**src/rtl/counter_pkg.sv**
```systemverilog
/*------------------------------------------------------------------------------
 | counter_pkg                                                                 |
 | Shared mode/direction encodings for mode_counter and its prescaler.         |
 | Rev 1.0 - initial release                                                   |
 -----------------------------------------------------------------------------*/
`default_nettype none

package counter_pkg;

  typedef enum logic {
    MODE_WRAP = 1'b0,
    MODE_SAT  = 1'b1
  } cnt_mode_e;

  localparam logic DIR_DOWN = 1'b0;
  localparam logic DIR_UP   = 1'b1;

endpackage

`default_nettype wire

```
**src/rtl/counter_prescaler.sv**
```systemverilog
/*------------------------------------------------------------------------------
 | counter_prescaler                                                           |
 | Divides enabled cycles: tick when divider==prescale (or at divider wrap).   |
 | Rev 1.0 - initial release                                                   |
 -----------------------------------------------------------------------------*/
`default_nettype none

module counter_prescaler #(
  parameter int PRESCALE_W = 4
) (
  input  logic                  clk,
  input  logic                  reset,
  input  logic                  en,
  input  logic                  clr,
  input  logic [PRESCALE_W-1:0] prescale,
  output logic                  tick
);

  logic [PRESCALE_W-1:0] r_div;

  // An all-ones divider also ticks so a prescale lowered below the divider
  // recovers at the natural wrap instead of rolling through zero first.
  assign tick = (r_div == prescale) | (&r_div);

  always_ff @(posedge clk or posedge reset) begin
    if (reset) begin
      r_div <= '0;
    end else if (clr) begin
      r_div <= '0;
    end else if (en) begin
      r_div <= tick ? '0 : r_div + PRESCALE_W'(1);
    end
  end

endmodule

`default_nettype wire

```
**src/rtl/mode_counter.sv**
```systemverilog
/*------------------------------------------------------------------------------
 | mode_counter                                                                |
 | Up/down modulo counter with load, wrap/saturate, tc pulse and sticky ovf.   |
 | Optional prescaler enabled by macro MODE_COUNTER_PRESCALE_EN.               |
 | Rev 1.0 - initial release                                                   |
 -----------------------------------------------------------------------------*/
`default_nettype none

module mode_counter
  import counter_pkg::*;
#(
  parameter int WIDTH   = 8,
  parameter int MAX_VAL = 2**WIDTH-1
`ifdef MODE_COUNTER_PRESCALE_EN
  ,
  parameter int PRESCALE_W = 4
`endif
) (
  input  logic                  clk,
  input  logic                  reset,
  input  logic                  en,
  input  logic                  up_dn,
  input  logic                  mode,
  input  logic                  load,
  input  logic [WIDTH-1:0]      load_val,
  input  logic                  clr_ovf,
`ifdef MODE_COUNTER_PRESCALE_EN
  input  logic [PRESCALE_W-1:0] prescale,
`endif
  output logic [WIDTH-1:0]      value,
  output logic                  tc,
  output logic                  ovf
);

  localparam logic [WIDTH-1:0] c_max = WIDTH'(MAX_VAL);
  localparam logic [WIDTH-1:0] c_one = WIDTH'(1);

  logic [WIDTH-1:0] r_value;
  logic             r_tc;
  logic             r_ovf;
  logic             w_tick;
  logic             w_step;
  logic             w_boundary;
  logic [WIDTH-1:0] w_next;
  cnt_mode_e        w_mode;

`ifdef MODE_COUNTER_PRESCALE_EN
  counter_prescaler #(
    .PRESCALE_W (PRESCALE_W)
  ) u_prescaler (
    .clk      (clk),
    .reset    (reset),
    .en       (en),
    .clr      (load),
    .prescale (prescale),
    .tick     (w_tick)
  );
`else
  assign w_tick = 1'b1;
`endif

  assign w_mode     = cnt_mode_e'(mode);
  assign w_step     = en & ~load & w_tick;
  assign w_boundary = w_step & ((up_dn == DIR_UP) ? (r_value == c_max) : (r_value == '0));

  always_comb begin
    w_next = r_value;
    if (load) begin
      w_next = (load_val > c_max) ? c_max : load_val;
    end else if (w_step) begin
      if (up_dn == DIR_UP) begin
        if (r_value == c_max) begin
          w_next = (w_mode == MODE_WRAP) ? '0 : c_max;
        end else begin
          w_next = r_value + c_one;
        end
      end else begin
        if (r_value == '0) begin
          w_next = (w_mode == MODE_WRAP) ? c_max : '0;
        end else begin
          w_next = r_value - c_one;
        end
      end
    end
  end

  always_ff @(posedge clk or posedge reset) begin
    if (reset) begin
      r_value <= '0;
      r_tc    <= 1'b0;
      r_ovf   <= 1'b0;
    end else begin
      r_value <= w_next;
      r_tc    <= w_boundary;
      // A boundary step in the same cycle as a clear keeps the flag set.
      if (w_boundary) begin
        r_ovf <= 1'b1;
      end else if (clr_ovf) begin
        r_ovf <= 1'b0;
      end
    end
  end

  assign value = r_value;
  assign tc    = r_tc;
  assign ovf   = r_ovf;

endmodule

`default_nettype wire

```
**config.mk**
```make
export PLATFORM = sky130hd
export DESIGN_NAME = mode_counter
export DESIGN_NICKNAME = d
export VERILOG_FILES = /design/src/rtl/counter_pkg.sv /design/src/rtl/counter_prescaler.sv /design/src/rtl/mode_counter.sv
export SDC_FILE = /design/constraint.sdc
export NUM_CORES = 1
export LEC_CHECK = 0
export ABC_AREA = 1
export ABC_CLOCK_PERIOD_IN_PS = 1590
export CAP_MARGIN = 25
export CELL_PAD_IN_SITES_DETAIL_PLACEMENT = 1
export CELL_PAD_IN_SITES_GLOBAL_PLACEMENT = 1
export CORE_ASPECT_RATIO = 1.4
export CORE_UTILIZATION = 33
export CTS_CLUSTER_DIAMETER = 50
export DETAILED_ROUTE_END_ITERATION = 7
export PLACE_DENSITY = 0.76
export SYNTH_ARGS = -nofsm -noshare
export SYNTH_HDL_FRONTEND = slang
export SYNTH_SLANG_ARGS = --single-unit
```
**constraint.sdc**
```tcl
create_clock -name clk -period 1.59 [get_ports clk]
set_clock_uncertainty 0.05 [all_clocks]
set_input_delay 0.2385 -clock clk [delete_from_list [all_inputs] [get_ports clk]]
set_output_delay 0.2385 -clock clk [all_outputs]
set_load 0.05 [all_outputs]
```
# Word level (Yosys, flattened, before mapping)
# Index checks and enable logic that the tools add are counted.
word_totals:
  register_bits: 10
  out_inout_bits: 10
  elab_cells: 24
classes:
  addsub: 2
  magnitude_cmp: 1
  eq_ne: 1
  n_mux: 11
  bitwise_logic: 3
  reduce_logical: 3
ops:
  columns: ["op", "n"]
  rows:
  - ["two-way mux 8 bit", 8]
  - ["adder 8 x 1 -> 8 bit (second input constant)", 1]
  - ["equality test 8 bit (second input constant)", 1]
  - ["greater-than comparator 8 bit (second input constant)", 1]
  - ["zero test 8 bit", 1]
  - ["subtractor 8 x 1 -> 8 bit (second input constant)", 1]
  - ["nonzero test 2 bit", 2]
  - ["two-way mux 1 bit", 3]
  - ["AND 1 bit", 2]
  - ["inverter 1 bit", 1]

# Logic depth before layout (Yosys ltp)
depth:
  depth_word: 5
  mapped_depth: 11

# Worst setup path after synthesis
# Ideal clock, no wire load.
synth_timing:
  path_kind: "register to register"
  start: "register r_value[0], in the netlist value[0]"
  end: "register r_value[3], in the netlist value[3]"
  setup_ns: 0.121
  t_arrival_ns: 1.582
  t_required_ns: 1.419
  slack_ns: -0.164
  stages_incl_launch_ff: 9
  path_buffers: 0
  path_cell_list: "dfrtp_1 -> inv_1 -> ha_1 -> nand2_1 -> nor2_4 -> a21oi_4 -> o21ai_0 -> nand3_1 -> nand2_1"
synth_between:
  elab_chain_cells: 5
synth_lines:
  columns: ["item", "line_no", "source"]
  rows:
  - ["start: declaration", "mode_counter.sv:38", "logic [WIDTH-1:0] r_value;"]
  - ["start signal: assignment", "mode_counter.sv:93", "r_value <= w_next;"]
  - ["subtractor 8 x 1 -> 8 bit (tied with other cells)", "mode_counter.sv:81", "w_next = r_value - c_one;"]
  - ["two-way mux 8 bit (on tied branches)", "mode_counter.sv:78, mode_counter.sv:72", null]
  - ["two-way mux 8 bit (*)", "mode_counter.sv:71", "if (up_dn == DIR_UP) begin"]
  - ["two-way mux 8 bit (*)", "mode_counter.sv:70", "end else if (w_step) begin"]
  - ["two-way mux 8 bit (*)", "mode_counter.sv:68", "if (load) begin"]
# Mark *: on every way between the ends. The rest lies on a longest branch, timed or not. The select of a mux whose other input is x is not followed.
# A chain may end at the register's enable or synchronous reset.

# Worst setup path in the final report
layout_timing:
  start: "register r_value[1], in the netlist value[1]"
  end: "register r_value[0], in the netlist value[0]"
layout_between:
  elab_chain_cells: 5
layout_lines:
  columns: ["item", "line_no"]
  rows:
  - ["equality test 8 bit / zero test 8 bit (equally long branches)", "mode_counter.sv:72, mode_counter.sv:78"]
  - ["two-way mux 8 bit (on tied branches)", "mode_counter.sv:72, mode_counter.sv:78"]
  - ["two-way mux 8 bit (*)", "mode_counter.sv:71"]
  - ["two-way mux 8 bit (*)", "mode_counter.sv:70"]
  - ["two-way mux 8 bit (*)", "mode_counter.sv:68"]
# Marks and branches as above.

==> flow_metrics.env <==
export IMPL_outcome="finished clean"
export IMPL_worst_slack_ns=0.0542
export IMPL_grt_usage_pct=22.2
export IMPL_pre_cts_ws_ns=-0.0464
export IMPL_cp_arrival_ns=1.64
export IMPL_synth_fp_nets=164
export IMPL_fin_cells=219
export IMPL_synth_cell_types=20
export IMPL_cts_htree_levels=1
export IMPL_maxClockFrequency_mhz=651
export IMPL_pin_count=25
export IMPL_setup_viol=0
export IMPL_intPower_mw=0.643
export IMPL_place_area_um2=1370
export IMPL_power_switching_mw=0.467
export IMPL_drive_gt1_share_pct=32.2
export IMPL_grt_max_degree=11
export IMPL_p_per_area_nw_per_um2=748
export IMPL_maxSlewHeadroom_pct=62.0
export IMPL_avgSynthCellArea_um2=6.55
export IMPL_antenna_found_initial=0
export IMPL_first_global_vias=1089
export IMPL_p_comb_share_pct=51.6
export IMPL_place_congestion=0.805
export IMPL_startpoint_type="flip-flop"
export IMPL_drv_cap=0
export IMPL_finalMaxSlewViolations=0
export IMPL_fp_dieH_um=65.7
export IMPL_start_util_pct=35.4
export IMPL_final_cell_mix="nand2_1 (40), inv_1 (18), nand3_1 (18), clkdlybuf4s50_1 (14), buf_4 (14)"
export IMPL_fin_crit_ns=1.54
export IMPL_clk_latency_ns=0.27
export IMPL_rrSetupSlack_ns=0.05
export IMPL_clock_sinks=10
export IMPL_via_per_inst=5.00
export IMPL_finalHoldViolCount=0
export IMPL_synthesis_area_um2=956
export IMPL_yosysWarnings=0
export IMPL_antenna_left=0
export IMPL_ys_seq_area_share_pct=26.2
export IMPL_ys_seq_elements=10
export IMPL_drt_total_wl_um=3090
export IMPL_worstPathRequired_ns=1.70
export IMPL_cp_max_fo=5
export IMPL_rr_endpoint="value[0]$_DFFE_PP0P_"
export IMPL_synth_cells=146
export IMPL_hpwlAfterDp_um=2510
export IMPL_cts_tree="done"
export IMPL_drt_iter0_drc=12
export IMPL_power_frac_seq_pct=31.4
export IMPL_path_class="flip-flop to flip-flop"
export IMPL_finalCritPeriodShare_pct=96.6
export IMPL_rr_worst_depth=11
export IMPL_p_total_mw=1.11
export IMPL_place_inst=213
export IMPL_final_common_cell="nand2_1"
export IMPL_die_area_um2=3120
export IMPL_die_w_um=47.5
export IMPL_switching_share_pct=42.1
export IMPL_layout_nets=202
export IMPL_vias=1096
export IMPL_area_delta_synth_final_pct=55.4
export IMPL_root_buffer="clkbuf_4"
export IMPL_cts_clk_slew_worst_paths_ns=0.07
export IMPL_timing_rr_start="value[1]$_DFFE_PP0P_"
export IMPL_clockBufferDepth=2
export IMPL_design_area_um2=1490
export IMPL_io_buffers=24
export IMPL_row_count=22
export IMPL_dr_pass1_iters=4
export IMPL_rsz0062_at_grt="true"
export IMPL_grt_pass1_wl_um=4930
export IMPL_diodes=0
export IMPL_cts_buffers_inserted=3
export IMPL_p_leak_nw=0.729
export IMPL_clkPwrFrac_pct=17.0
export IMPL_drt_drc_violations_left=0
export IMPL_worst_setup_path_end_kind="flip-flop"
export IMPL_grt_remaining_overflow=0
export IMPL_tightest_slew_ns=0.568
export IMPL_hold_path_class="primary input to asynchronous set/reset pin"
export IMPL_wire_per_inst_um=14.1
export IMPL_core_um2=2700
export IMPL_ir_worst_vdd_v=0.000511
## stage by stage
step           hold WS [ns]  utilization (%)  TNS (ns)
6_report              0.209             55.1         0
3_3_place_gp          0.474             50.7   -0.0186
2_1_floorplan        0.0284                -         0
3_5_place_dp          0.497             50.7    -0.116
5_1_grt               0.249             55.1    -0.161
4_1_cts               0.218             51.9         0
## worst max-delay path, cell delays in order, from the launching register on
cell     delay (ns)
dfrtp_2        0.47
inv_2          0.10
ha_4           0.15
nand2_4        0.05
nor2_4         0.18
inv_2          0.09
nand2_2        0.08
nand2_1        0.05
nand2_1        0.05
nand2_1        0.05
nand2_1        0.05
nand2_1        0.04
## synth_stat cells (all sizes together)
master | n | area (um2)
xor2 | 2 | 17.5
dfrtp | 10 | 250
nor2 | 16 | 90.1
buf | 3 | 27.5
inv | 22 | 82.6
nand4 | 2 | 12.5
nand3 | 18 | 90.1
ha | 3 | 37.5
nand3b | 1 | 7.51
a22oi | 8 | 60.1
nand2 | 48 | 193
a21oi | 2 | 21.3
o21ai | 11 | 66.3
## registers in the layout, summed over array words and instances (netlist names)
register / cells
value: 8
ovf: 1
tc: 1
## power groups by stage
stage	Clock, mW	Sequential [mW]	Combinational, mW
global route	0.211	0.351	0.620
detailed placement	0	0.344	0.537
CTS	0.196	0.340	0.542
global placement	0	0.343	0.525
finish	0.189	0.348	0.573
floorplan	0	0.413	0.216
## worst max path at each step
stage,start,end,slack [ns],cells after the start
finish,value[1]$_DFFE_PP0P_,value[0]$_DFFE_PP0P_,0.05,11
floorplan,value[4]$_DFFE_PP0P_,value[7]$_DFFE_PP0P_,0.0004,9
global route,value[1]$_DFFE_PP0P_,value[0]$_DFFE_PP0P_,-0.05,11
global placement,value[0]$_DFFE_PP0P_,value[0]$_DFFE_PP0P_,-0.02,11
detailed placement,value[0]$_DFFE_PP0P_,value[0]$_DFFE_PP0P_,-0.05,11
CTS,value[0]$_DFFE_PP0P_,value[0]$_DFFE_PP0P_,0.01,11
## per-layer routing
metal	wire length, um	GRT usage (%)	vias up
met5	0	0	-
met4	24	3.21	0
met3	111	5.22	2
met2	1780	40.6	25
met1	1170	25.3	526
li1	-	-	543
## cell families (layout without fill, tap and decap cells)
kind of cell | Yosys count | count (layout) | synth area share (%)
buf+inv | 25 | 62 | 11.5
xor+xnor | 2 | 2 | 1.83
fa+ha+maj | 3 | 3 | 3.93
flops | 10 | 10 | 26.2
simple gates | 85 | 85 | 41.1
compound gates | 21 | 21 | 15.4
## area by class of cell
| cell class | count | area (um2) |
|---|---|---|
| Inverter | 22 | 87.6 |
| Tap cell | 36 | 45.0 |
| Multi-Input combinational cell | 111 | 663 |
| Timing Repair Buffer | 36 | 405 |
| Clock buffer | 4 | 26.3 |
| Sequential cell | 10 | 258 |
| Fill cell | 355 | 1210 |
## repair_timing
action	CTS	global route
setup buffers	0	2
hold buffers	0	0
pin swaps	1	8
endpoints found under the setup margin	6	8
gates resized for setup	2	19
(Power assumes the default switching activity.)
